`config.mk`:
```
export PLATFORM = sky130hd
export DESIGN_NAME = nonce_dispatcher_flat
export DESIGN_NICKNAME = d
export VERILOG_FILES = /design/src/rtl/nonce_dispatcher_if.sv /design/src/rtl/nonce_dispatcher.sv /design/src/flat_wrapper.sv
export SDC_FILE = /design/constraint.sdc
export NUM_CORES = 1
export LEC_CHECK = 0
export ABC_AREA = 1
export CAP_MARGIN = 20
export CORE_ASPECT_RATIO = 0.6
export CORE_MARGIN = 2
export CORE_UTILIZATION = 25
export CTS_CLUSTER_SIZE = 8
export DETAILED_ROUTE_END_ITERATION = 8
export GPL_ROUTABILITY_DRIVEN = 0
export HOLD_SLACK_MARGIN = 0.08
export PLACE_DENSITY = 0.43
export SYNTH_ARGS = -nofsm -noshare
export SYNTH_HDL_FRONTEND = slang
export SYNTH_SLANG_ARGS = --single-unit
```
`constraint.sdc`:
```
create_clock -name clk -period 3.6 [get_ports clk]
set_input_delay 0.54 -clock clk [delete_from_list [all_inputs] [get_ports clk]]
set_output_delay 0.54 -clock clk [all_outputs]
set_load 0.01 [all_outputs]
```
`src/rtl/nonce_dispatcher_if.sv`:
```
// Dispatch, result and found-nonce channels
// between the nonce dispatcher and the hash pipeline.
interface nonce_dispatcher_if;
   logic        disp_valid;
   logic [31:0] disp_nonce;
   logic        disp_ready;
   logic        res_valid;
   logic        res_pass;
   logic        found_valid;
   logic [31:0] found_nonce;
   logic        found_ready;

   modport master (
      output disp_valid,
      output disp_nonce,
      input  disp_ready,
      input  res_valid,
      input  res_pass,
      output found_valid,
      output found_nonce,
      input  found_ready
   );

   modport slave (
      input  disp_valid,
      input  disp_nonce,
      output disp_ready,
      output res_valid,
      output res_pass,
      input  found_valid,
      input  found_nonce,
      output found_ready
   );
endinterface

```
`src/rtl/nonce_dispatcher.sv`:
```
// Issues a nonce range to a hash pipeline, retires
// in-order results and queues passing nonces.
module nonce_dispatcher #(
   parameter int MAX_INFLIGHT = 64,
   parameter int FOUND_DEPTH  = 4
) (
   input  logic               clk,
   input  logic               rst_n,
   input  logic               start,
   input  logic [31:0]        nonce_base,
   input  logic [31:0]        nonce_count,
   input  logic               abort,
   nonce_dispatcher_if.master bus,
   output logic               busy,
   output logic               done,
   output logic               overflow
);
   localparam int IW = $clog2(MAX_INFLIGHT) + 1;
   localparam int AW = $clog2(FOUND_DEPTH);

   typedef enum logic [1:0] {
      IDLE,
      RUN,
      DRAIN
   } state_t;

   state_t        state;
   state_t        state_nx;
   logic [31:0]   base;
   logic [32:0]   count;
   logic [32:0]   issued;
   logic [31:0]   retired;
   logic [IW-1:0] inflight;
   logic [IW-1:0] inflight_nx;
   logic [31:0]   fifo [FOUND_DEPTH];
   logic [AW:0]   wr_ptr;
   logic [AW:0]   rd_ptr;
   logic          disp_fire;
   logic          res_fire;
   logic          push;
   logic          pop;
   logic          wr_en;
   logic          full;
   logic          empty;
   logic          last;

   assign empty = wr_ptr == rd_ptr;
   assign full  = (wr_ptr[AW] != rd_ptr[AW]) &&
                  (wr_ptr[AW-1:0] == rd_ptr[AW-1:0]);

   // abort withdraws the offer in the same cycle
   assign bus.disp_valid = (state == RUN) && !abort &&
                           (issued < count) &&
                           (inflight < IW'(MAX_INFLIGHT));
   assign bus.disp_nonce = bus.disp_valid ?
                           base + issued[31:0] : '0;

   assign disp_fire = bus.disp_valid && bus.disp_ready;
   assign res_fire  = bus.res_valid && (inflight != '0);
   assign push      = res_fire && bus.res_pass;
   assign pop       = !empty && bus.found_ready;
   assign wr_en     = push && (!full || pop);
   assign last      = disp_fire && (issued + 33'd1 == count);

   assign inflight_nx = inflight + IW'(disp_fire)
                                 - IW'(res_fire);

   assign bus.found_valid = !empty;
   assign bus.found_nonce = empty ? '0 :
                            fifo[rd_ptr[AW-1:0]];
   assign busy = state != IDLE;

   always_comb begin
      state_nx = state;
      unique case (state)
         IDLE:    if (start) state_nx = RUN;
         RUN:     if (last || abort) state_nx = DRAIN;
         DRAIN:   if (inflight_nx == '0) state_nx = IDLE;
         default: state_nx = IDLE;
      endcase
   end

   always_ff @(posedge clk or negedge rst_n) begin
      if (!rst_n) begin
         state    <= IDLE;
         base     <= '0;
         count    <= '0;
         issued   <= '0;
         retired  <= '0;
         inflight <= '0;
         done     <= 1'b0;
      end else begin
         state <= state_nx;
         done  <= (state == DRAIN) && (state_nx == IDLE);
         if (state == IDLE) begin
            if (start) begin
               base     <= nonce_base;
               count    <= (nonce_count == '0) ?
                           33'h1_0000_0000 :
                           {1'b0, nonce_count};
               issued   <= '0;
               retired  <= '0;
               inflight <= '0;
            end
         end else begin
            if (disp_fire) issued <= issued + 33'd1;
            if (res_fire) retired <= retired + 32'd1;
            inflight <= inflight_nx;
         end
      end
   end

   // results retire in dispatch order, so base+retired names them
   always_ff @(posedge clk) begin
      if (wr_en) fifo[wr_ptr[AW-1:0]] <= base + retired;
   end

   always_ff @(posedge clk or negedge rst_n) begin
      if (!rst_n) begin
         wr_ptr   <= '0;
         rd_ptr   <= '0;
         overflow <= 1'b0;
      end else begin
         if (pop) rd_ptr <= rd_ptr + 1'b1;
         if (wr_en) wr_ptr <= wr_ptr + 1'b1;
         if (state == IDLE && start)
            overflow <= 1'b0;
         else if (push && full && !pop)
            overflow <= 1'b1;
      end
   end
endmodule

```
`src/flat_wrapper.sv`:
```
// flat-port wrapper written by rule: the top's interface ports become plain ports
module nonce_dispatcher_flat 
#(
   parameter int MAX_INFLIGHT = 64,
   parameter int FOUND_DEPTH  = 4
)
  (clk, rst_n, start, nonce_base, nonce_count, abort, busy, done, overflow, bus_disp_valid, bus_disp_nonce, bus_disp_ready, bus_res_valid, bus_res_pass, bus_found_valid, bus_found_nonce, bus_found_ready);
  nonce_dispatcher_if bus_i ();
  input  logic clk;
  input  logic rst_n;
  input  logic start;
  input  logic [31:0] nonce_base;
  input  logic [31:0] nonce_count;
  input  logic abort;
  output logic busy;
  output logic done;
  output logic overflow;
  output wire logic [$bits(bus_i.disp_valid)-1:0] bus_disp_valid;
  output wire logic [$bits(bus_i.disp_nonce)-1:0] bus_disp_nonce;
  input wire logic [$bits(bus_i.disp_ready)-1:0] bus_disp_ready;
  input wire logic [$bits(bus_i.res_valid)-1:0] bus_res_valid;
  input wire logic [$bits(bus_i.res_pass)-1:0] bus_res_pass;
  output wire logic [$bits(bus_i.found_valid)-1:0] bus_found_valid;
  output wire logic [$bits(bus_i.found_nonce)-1:0] bus_found_nonce;
  input wire logic [$bits(bus_i.found_ready)-1:0] bus_found_ready;
  assign bus_disp_valid = bus_i.disp_valid;
  assign bus_disp_nonce = bus_i.disp_nonce;
  assign bus_i.disp_ready = bus_disp_ready;
  assign bus_i.res_valid = bus_res_valid;
  assign bus_i.res_pass = bus_res_pass;
  assign bus_found_valid = bus_i.found_valid;
  assign bus_found_nonce = bus_i.found_nonce;
  assign bus_i.found_ready = bus_found_ready;
  nonce_dispatcher #(.MAX_INFLIGHT(MAX_INFLIGHT), .FOUND_DEPTH(FOUND_DEPTH)) u_core (.clk(clk), .rst_n(rst_n), .start(start), .nonce_base(nonce_base), .nonce_count(nonce_count), .abort(abort), .bus(bus_i), .busy(busy), .done(done), .overflow(overflow));
endmodule
```
== After elaboration in Yosys (flattened, before gate mapping) ==
Memory sizes are Yosys's and may differ from the RTL's.
Index checks and enable logic that the tools add are counted.
Word-level totals
  memory bits (writable): 128
  logic and storage cells: 79
  input port bits: 72
  output and inout port bits: 69
  register bits after elaboration: 147
  memories kept: 1
Cells by class
  reduce and logical (&&, ||, !) cells: 32
  mux-type cells: 19
  add/sub/neg operators: 8
  magnitude comparators: 2
  equality and inequality tests: 7
Memory list
  u_core.fifo: words 4, width 32, rd ports 1, clocked after memory_dff 0, write ports 1, RTL line nonce_dispatcher.sv:35  | logic [31:0] fifo [FOUND_DEPTH];
Operators with widths (number)
  2-to-1 mux 32 bit: 5
  2-to-1 mux 33 bit: 4
  adder 32 bit: 2
  adder 33 x 1 -> 33 bit (second input constant): 1
  == test 33 bit: 1
  less-than comparator 33 bit: 1
  adder 32 x 1 -> 32 bit (second input constant): 1
  logical NOT 32 bit: 1
  logical AND 1 bit: 14
  2-to-1 mux 7 bit: 2
  nonzero test 2 bit: 4
  adder 7 x 1 -> 7 bit: 1
  logical NOT 7 bit: 1
  less-than comparator 7 bit (second input constant): 1
  nonzero test 7 bit: 1
  subtractor 7 x 1 -> 7 bit: 1
  adder 3 x 1 -> 3 bit (second input constant): 2
  2-to-1 mux 2 bit: 3
  one-hot mux 2 bit (3 select lines): 1
  AND reduction 2 bit: 3
  logical NOT 1 bit: 4
  logical NOT 2 bit: 2
  2-to-1 mux 1 bit: 4
  == test 3 bit: 1
  other kinds (6): 7

== Depth between registers and ports, before layout ==
  depth in word-level cells: 12
  gate-level depth with buffers: 23
  depth with buffers taken out: 22

== Worst setup path before layout ==
OpenSTA, ideal clock, no wires.
  kind: reg-to-reg
  start point: register u_core.issued[28]
  end point: register u_core.state[1]
  cell stages (with the launch flop): 21
  clock period less this slack: 3.312 ns
  data arrival time: 3.196 ns
  buffers on the path: 1
  data required time: 3.483 ns
  library setup time: 0.117 ns
  setup slack: 0.288 ns
  path through: dfrtp_1 ha_1 nand2_1 nor2_1 nand2_1 nor3_1 nand4_1 nand4_1 nor3_4 clkbuf_1 ha_1 fa_1 a21oi_1 o21bai_1 a21oi_1 nor2_1 nor2_1 xor2_1 nand4_1 nand3_1 nand2_1
Between the ends
  cells in the longest elaborated chain, start to end: 9
  elaborated cells between the ends (all ways): 14
  those cells by class: add/sub (3); order compare (1); eq/ne (1); mux (3); reduce/logical (6)
Ends and longest elaborated chain
  start, declared: RTL line nonce_dispatcher.sv:31  | logic [32:0] issued;
  start signal, assigned: RTL line nonce_dispatcher.sv:106  | if (disp_fire) issued <= issued + 33'd1;
  less-than comparator 33 bit: RTL line nonce_dispatcher.sv:53  | (issued < count) &&
  logical AND 1 bit: RTL line nonce_dispatcher.sv:52  | assign bus.disp_valid = (state == RUN) && !abort &&
  logical AND 1 bit: RTL line nonce_dispatcher.sv:53
  logical AND 1 bit: RTL line nonce_dispatcher.sv:58  | assign disp_fire = bus.disp_valid && bus.disp_ready;
  adder 7 x 1 -> 7 bit: RTL line nonce_dispatcher.sv:65  | assign inflight_nx = inflight + IW'(disp_fire)
  subtractor 7 x 1 -> 7 bit: RTL line nonce_dispatcher.sv:66  | - IW'(res_fire);
  logical NOT 7 bit: RTL line nonce_dispatcher.sv:78  | DRAIN: if (inflight_nx == '0) state_nx = IDLE;
  2-to-1 mux 2 bit: RTL line nonce_dispatcher.sv:78
  one-hot mux 2 bit (3 select lines) *: RTL line nonce_dispatcher.sv:75  | unique case (state)
  named net u_core.state_nx[1]: RTL line nonce_dispatcher.sv:28  | state_t state_nx;
  end signal, assigned: RTL line nonce_dispatcher.sv:93  | state <= state_nx;
  end, declared: RTL line nonce_dispatcher.sv:27  | state_t state;
The timed path passes the listed nets; every way through them passes the cells marked *.
A chain may end at the register's enable or synchronous reset.

== Final worst setup path ==
  start point: register u_core.issued[22]
  end point: register u_core.state[1]
Same word-level chain as after synthesis.

==> out/results.txt <==
via count: 15768
Pre-Repair DR Iteration Count: 6
synthesized area per cell: 7.93 µm²
sequential area share after synthesis: 44.1%
initial core utilization: 25.2%
reg-to-reg startpoint: u_core.issued[22]$_DFFE_PN0P_
clock group share of total power: 22.6%
Worst-Margin Slew: 0.722 ns
Total GRT Usage: 17.4%
worst path cell trace: ha_4 > nand2_1 > nor2_4 > nand3_2 > nor3_4 > buf_6 > nand4_1 > nand4_1 > buf_4 > nor3_4 > ha_2 > fa_2 > a21oi_2 > o21bai_1 > a21oi_1 > nor2_1 > nor2_1 > xor2_1 > nand4_1 > nand3_1 > nand2_1
initial antenna violation count: 0
CTS Sinks: 275
Max Fclk: 283 MHz
Reg power frac: 30.4%
ANT nets after route: 0
CP most frequent cell: nand4_1
Synthesis Warnings: 0
Clk Latency, worst-skew pair: 0.56 ns
Final setup viols: 0
CTS tree: yes
WP data required: 4.04 ns
Residual DRC: 0
drt wl/cell: 18.4 µm
first-pass GRT wire length: 92800 µm
Hold Violations, Final: 0
fin crit period: 3.53 ns
share of total power in combinational logic: 47.0%
Die Height: 206 µm
worst-path fanout max: 2
layout cell share with drive strength beyond 1: 14.9%
synthesis-to-finish area growth: 30.8%
die extent in x: 341 µm
Cells after DPL: 3257
Core Region: 67800 µm²
Fin Hold WS: 0.492 ns
Post-Layout Cell Count: 3331
sw frac: 40.8%
RSZ-0062 raised after global routing: true
asr flop ratio synth: 53.5%
die area: 70400 µm²
Critical Path Max Stage Delay: 0.42 ns
sw power: 6.38 mW
worst hold start: u_core.retired[31]$_DFFE_PN0P_
Leak: 9.54 nW
total power: 15.6 mW
total gr overflow: 0
CP endpoint kind: flip-flop
Slew Limit Fails: 0
cells on worst reg2reg path: 21
syn nets: 2335
Iter 0 DRT Violations: 1485
CP startpoint kind: flip-flop
status: complete, no violations
number of global-route vias before repair: 15031
final wirelength: 61200 µm
clk_skew: 0.0293 ns
Post-Syn Area: 17000 µm²
maximum VDD drop: 384 µV
Reg clk slew, reported paths: 0.06 ns
reg2reg setup slack: 0.07 ns
hpwl dp: 46400 µm
I/O pins: 141
H-Tree Depth: 2
Slew headroom: 51.9%
Max Cap Violations: 0
CP Class: reg2reg
antenna diode count: 0
pin count of the biggest net entering global routing: 89
EDFF count, synth: 128
nets: 2587
hold path cells: 1
Clock Tree Buf Depth: 3
final worst path period share: 98.1%
Primary FF master, synth: dfrtp_1
Syn Inst Count: 2149
WP data arrival: 3.97 ns
Cell Pwr Density: 700 nW/µm²
#FFs+latches synth: 275
internal power: 9.24 mW
hold worst-path end: u_core.retired[31]$_DFFE_PN0P_
Hold Path Class: reg2reg
Cell Rows: 74
Distinct cells, synth: 46
total CTS buffers: 40
Vias/cell: 4.73
RR Endpoint: u_core.state[1]$_DFF_PN0_
Critical Path Slowest Stage Cell: dfrtp_1
Root Buffer: clkbuf_16
Port Buf Inserts: 140
[per-layer routing]
metal | part of all wire (%) | GRT usage [%] | wire, µm
met1 | 52 | 27.7 | 31600
met2 | 38 | 23.1 | 23300
met3 | 8.8 | 4.08 | 5400
met4 | 1.6 | 3.40 | 967
met5 | 0 | 0 | 0
[synth_stat cells (25+ instances only)]
master / n / area [µm²]
nand2_1: 555 / 2080
nor2_1: 241 / 905
inv_1: 216 / 811
o21ai_0: 177 / 886
dfrtp_1: 147 / 3680
a21oi_1: 128 / 641
edfxtp_1: 128 / 3840
nand3_1: 121 / 606
ha_1: 111 / 1390
o22ai_1: 57 / 357
clkbuf_1: 42 / 158
xor2_1: 37 / 324
xnor2_1: 28 / 245
nand4_1: 25 / 156
[per-stage QoR]
| stage | worst slack (ns) | TNS, ns | cell area, µm² | utilization (%) |
|---|---|---|---|---|
| 2_1_floorplan | 0.288 | 0 | 17000 | - |
| 3_3_place_gp | -0.174 | -1.02 | 20300 | 30.0 |
| 3_5_place_dp | -0.188 | -2.39 | 20300 | 30.0 |
| 4_1_cts | -0.166 | -0.182 | 21800 | 32.2 |
| 5_1_grt | -0.158 | -0.549 | 22300 | 32.9 |
| 6_report | 0.0688 | 0 | 22300 | 32.9 |
[flip-flops by register name, summed over array words and instances (netlist names)]
name / flops
u_core.fifo: 128
u_core.count: 33
u_core.issued: 33
u_core.base: 32
u_core.retired: 32
u_core.inflight: 7
u_core.rd_ptr: 3
u_core.wr_ptr: 3
u_core.state: 2
u_core.done: 1
u_core.overflow: 1
[final cells by class]
class,instances,area (µm²)
Multi-Input combinational cell,1604,9290
Clock buffer,57,1090
Clock inverter,3,25.0
Tap cell,912,1140
Timing Repair Buffer,261,2410
Fill cell,7095,45500
Sequential cell,275,7530
Inverter,219,822
[cell usage in the layout, fill, tap and decap left out, types with 16 or more instances in the layout]
cell type,instances
clkbuf_16,41
nand2_1,534
nor2_1,210
dfrtp_1,137
a21oi_1,96
clkbuf_1,16
nor3_1,22
buf_4,101
clkdlybuf4s50_1,106
nor2_2,35
inv_2,20
dlygate4sd2_1,23
nand2_2,22
xor2_1,37
inv_1,199
o21ai_0,166
o22ai_1,57
nand4_1,25
a21oi_2,32
nand3_1,115
xnor2_1,27
ha_4,32
ha_1,77
edfxtp_1,128
[critical path, delay by kind of cell, from the launching register on]
kind            cells  cell delay [ns]
simple gates       12             1.21
buf+inv             2             0.28
flops               1             0.42
compound gates      3             0.38
xor+xnor            1             0.22
fa+ha+maj           3             0.86
[timing repair]
action                     4_1_cts  5_1_grt
resized for setup              119      129
hold endpoints to repair        63        0
setup endpoints to repair       35       38
pin swaps                       17       32
buffers inserted                 6        8
hold buffers                     1        0
[power groups by stage]
| stage | Clock (mW) | Combinational, mW | Sequential, mW |
|---|---|---|---|
| 3_3_place_gp | 0 | 6.93 | 4.75 |
| 5_1_grt | 3.77 | 8.24 | 4.82 |
| 4_1_cts | 3.62 | 7.13 | 4.72 |
| 2_1_floorplan | 0 | 3.99 | 4.59 |
| 6_report | 3.53 | 7.34 | 4.74 |
| 3_5_place_dp | 0 | 6.95 | 4.75 |
[how the worst max path moves through the flow]
stage | endpoint | from | depth (start not counted) | slack, ns
after floorplan | u_core.state[1]$_DFF_PN0_ | u_core.issued[28]$_DFFE_PN0P_ | 20 | 0.29
after global placement | bus_disp_nonce[29] | abort | 9 | -0.17
after detailed placement | bus_disp_nonce[29] | abort | 9 | -0.19
after CTS | bus_disp_nonce[29] | u_core.issued[6]$_DFFE_PN0P_ | 15 | -0.17
after global routing | u_core.state[1]$_DFF_PN0_ | u_core.issued[22]$_DFFE_PN0P_ | 21 | -0.16
final | u_core.state[1]$_DFF_PN0_ | u_core.issued[22]$_DFFE_PN0P_ | 21 | 0.07
[kinds of logic (layout without fill, tap and decap cells)]
family / count (synthesis) / count (layout) / synth area share, %
AND/OR/NAND/NOR: 1004 / 1004 / 24.4
AO/OA/AOI/OAI: 419 / 419 / 13.5
flip-flops: 275 / 275 / 44.1
buffers and inverters: 270 / 540 / 6.05
adder cells (fa/ha/maj): 114 / 114 / 8.50
XOR/XNOR: 65 / 65 / 3.34
multiplexers: 2 / 2 / 0.117
No activity file was read; power rests on OpenSTA's default activity.
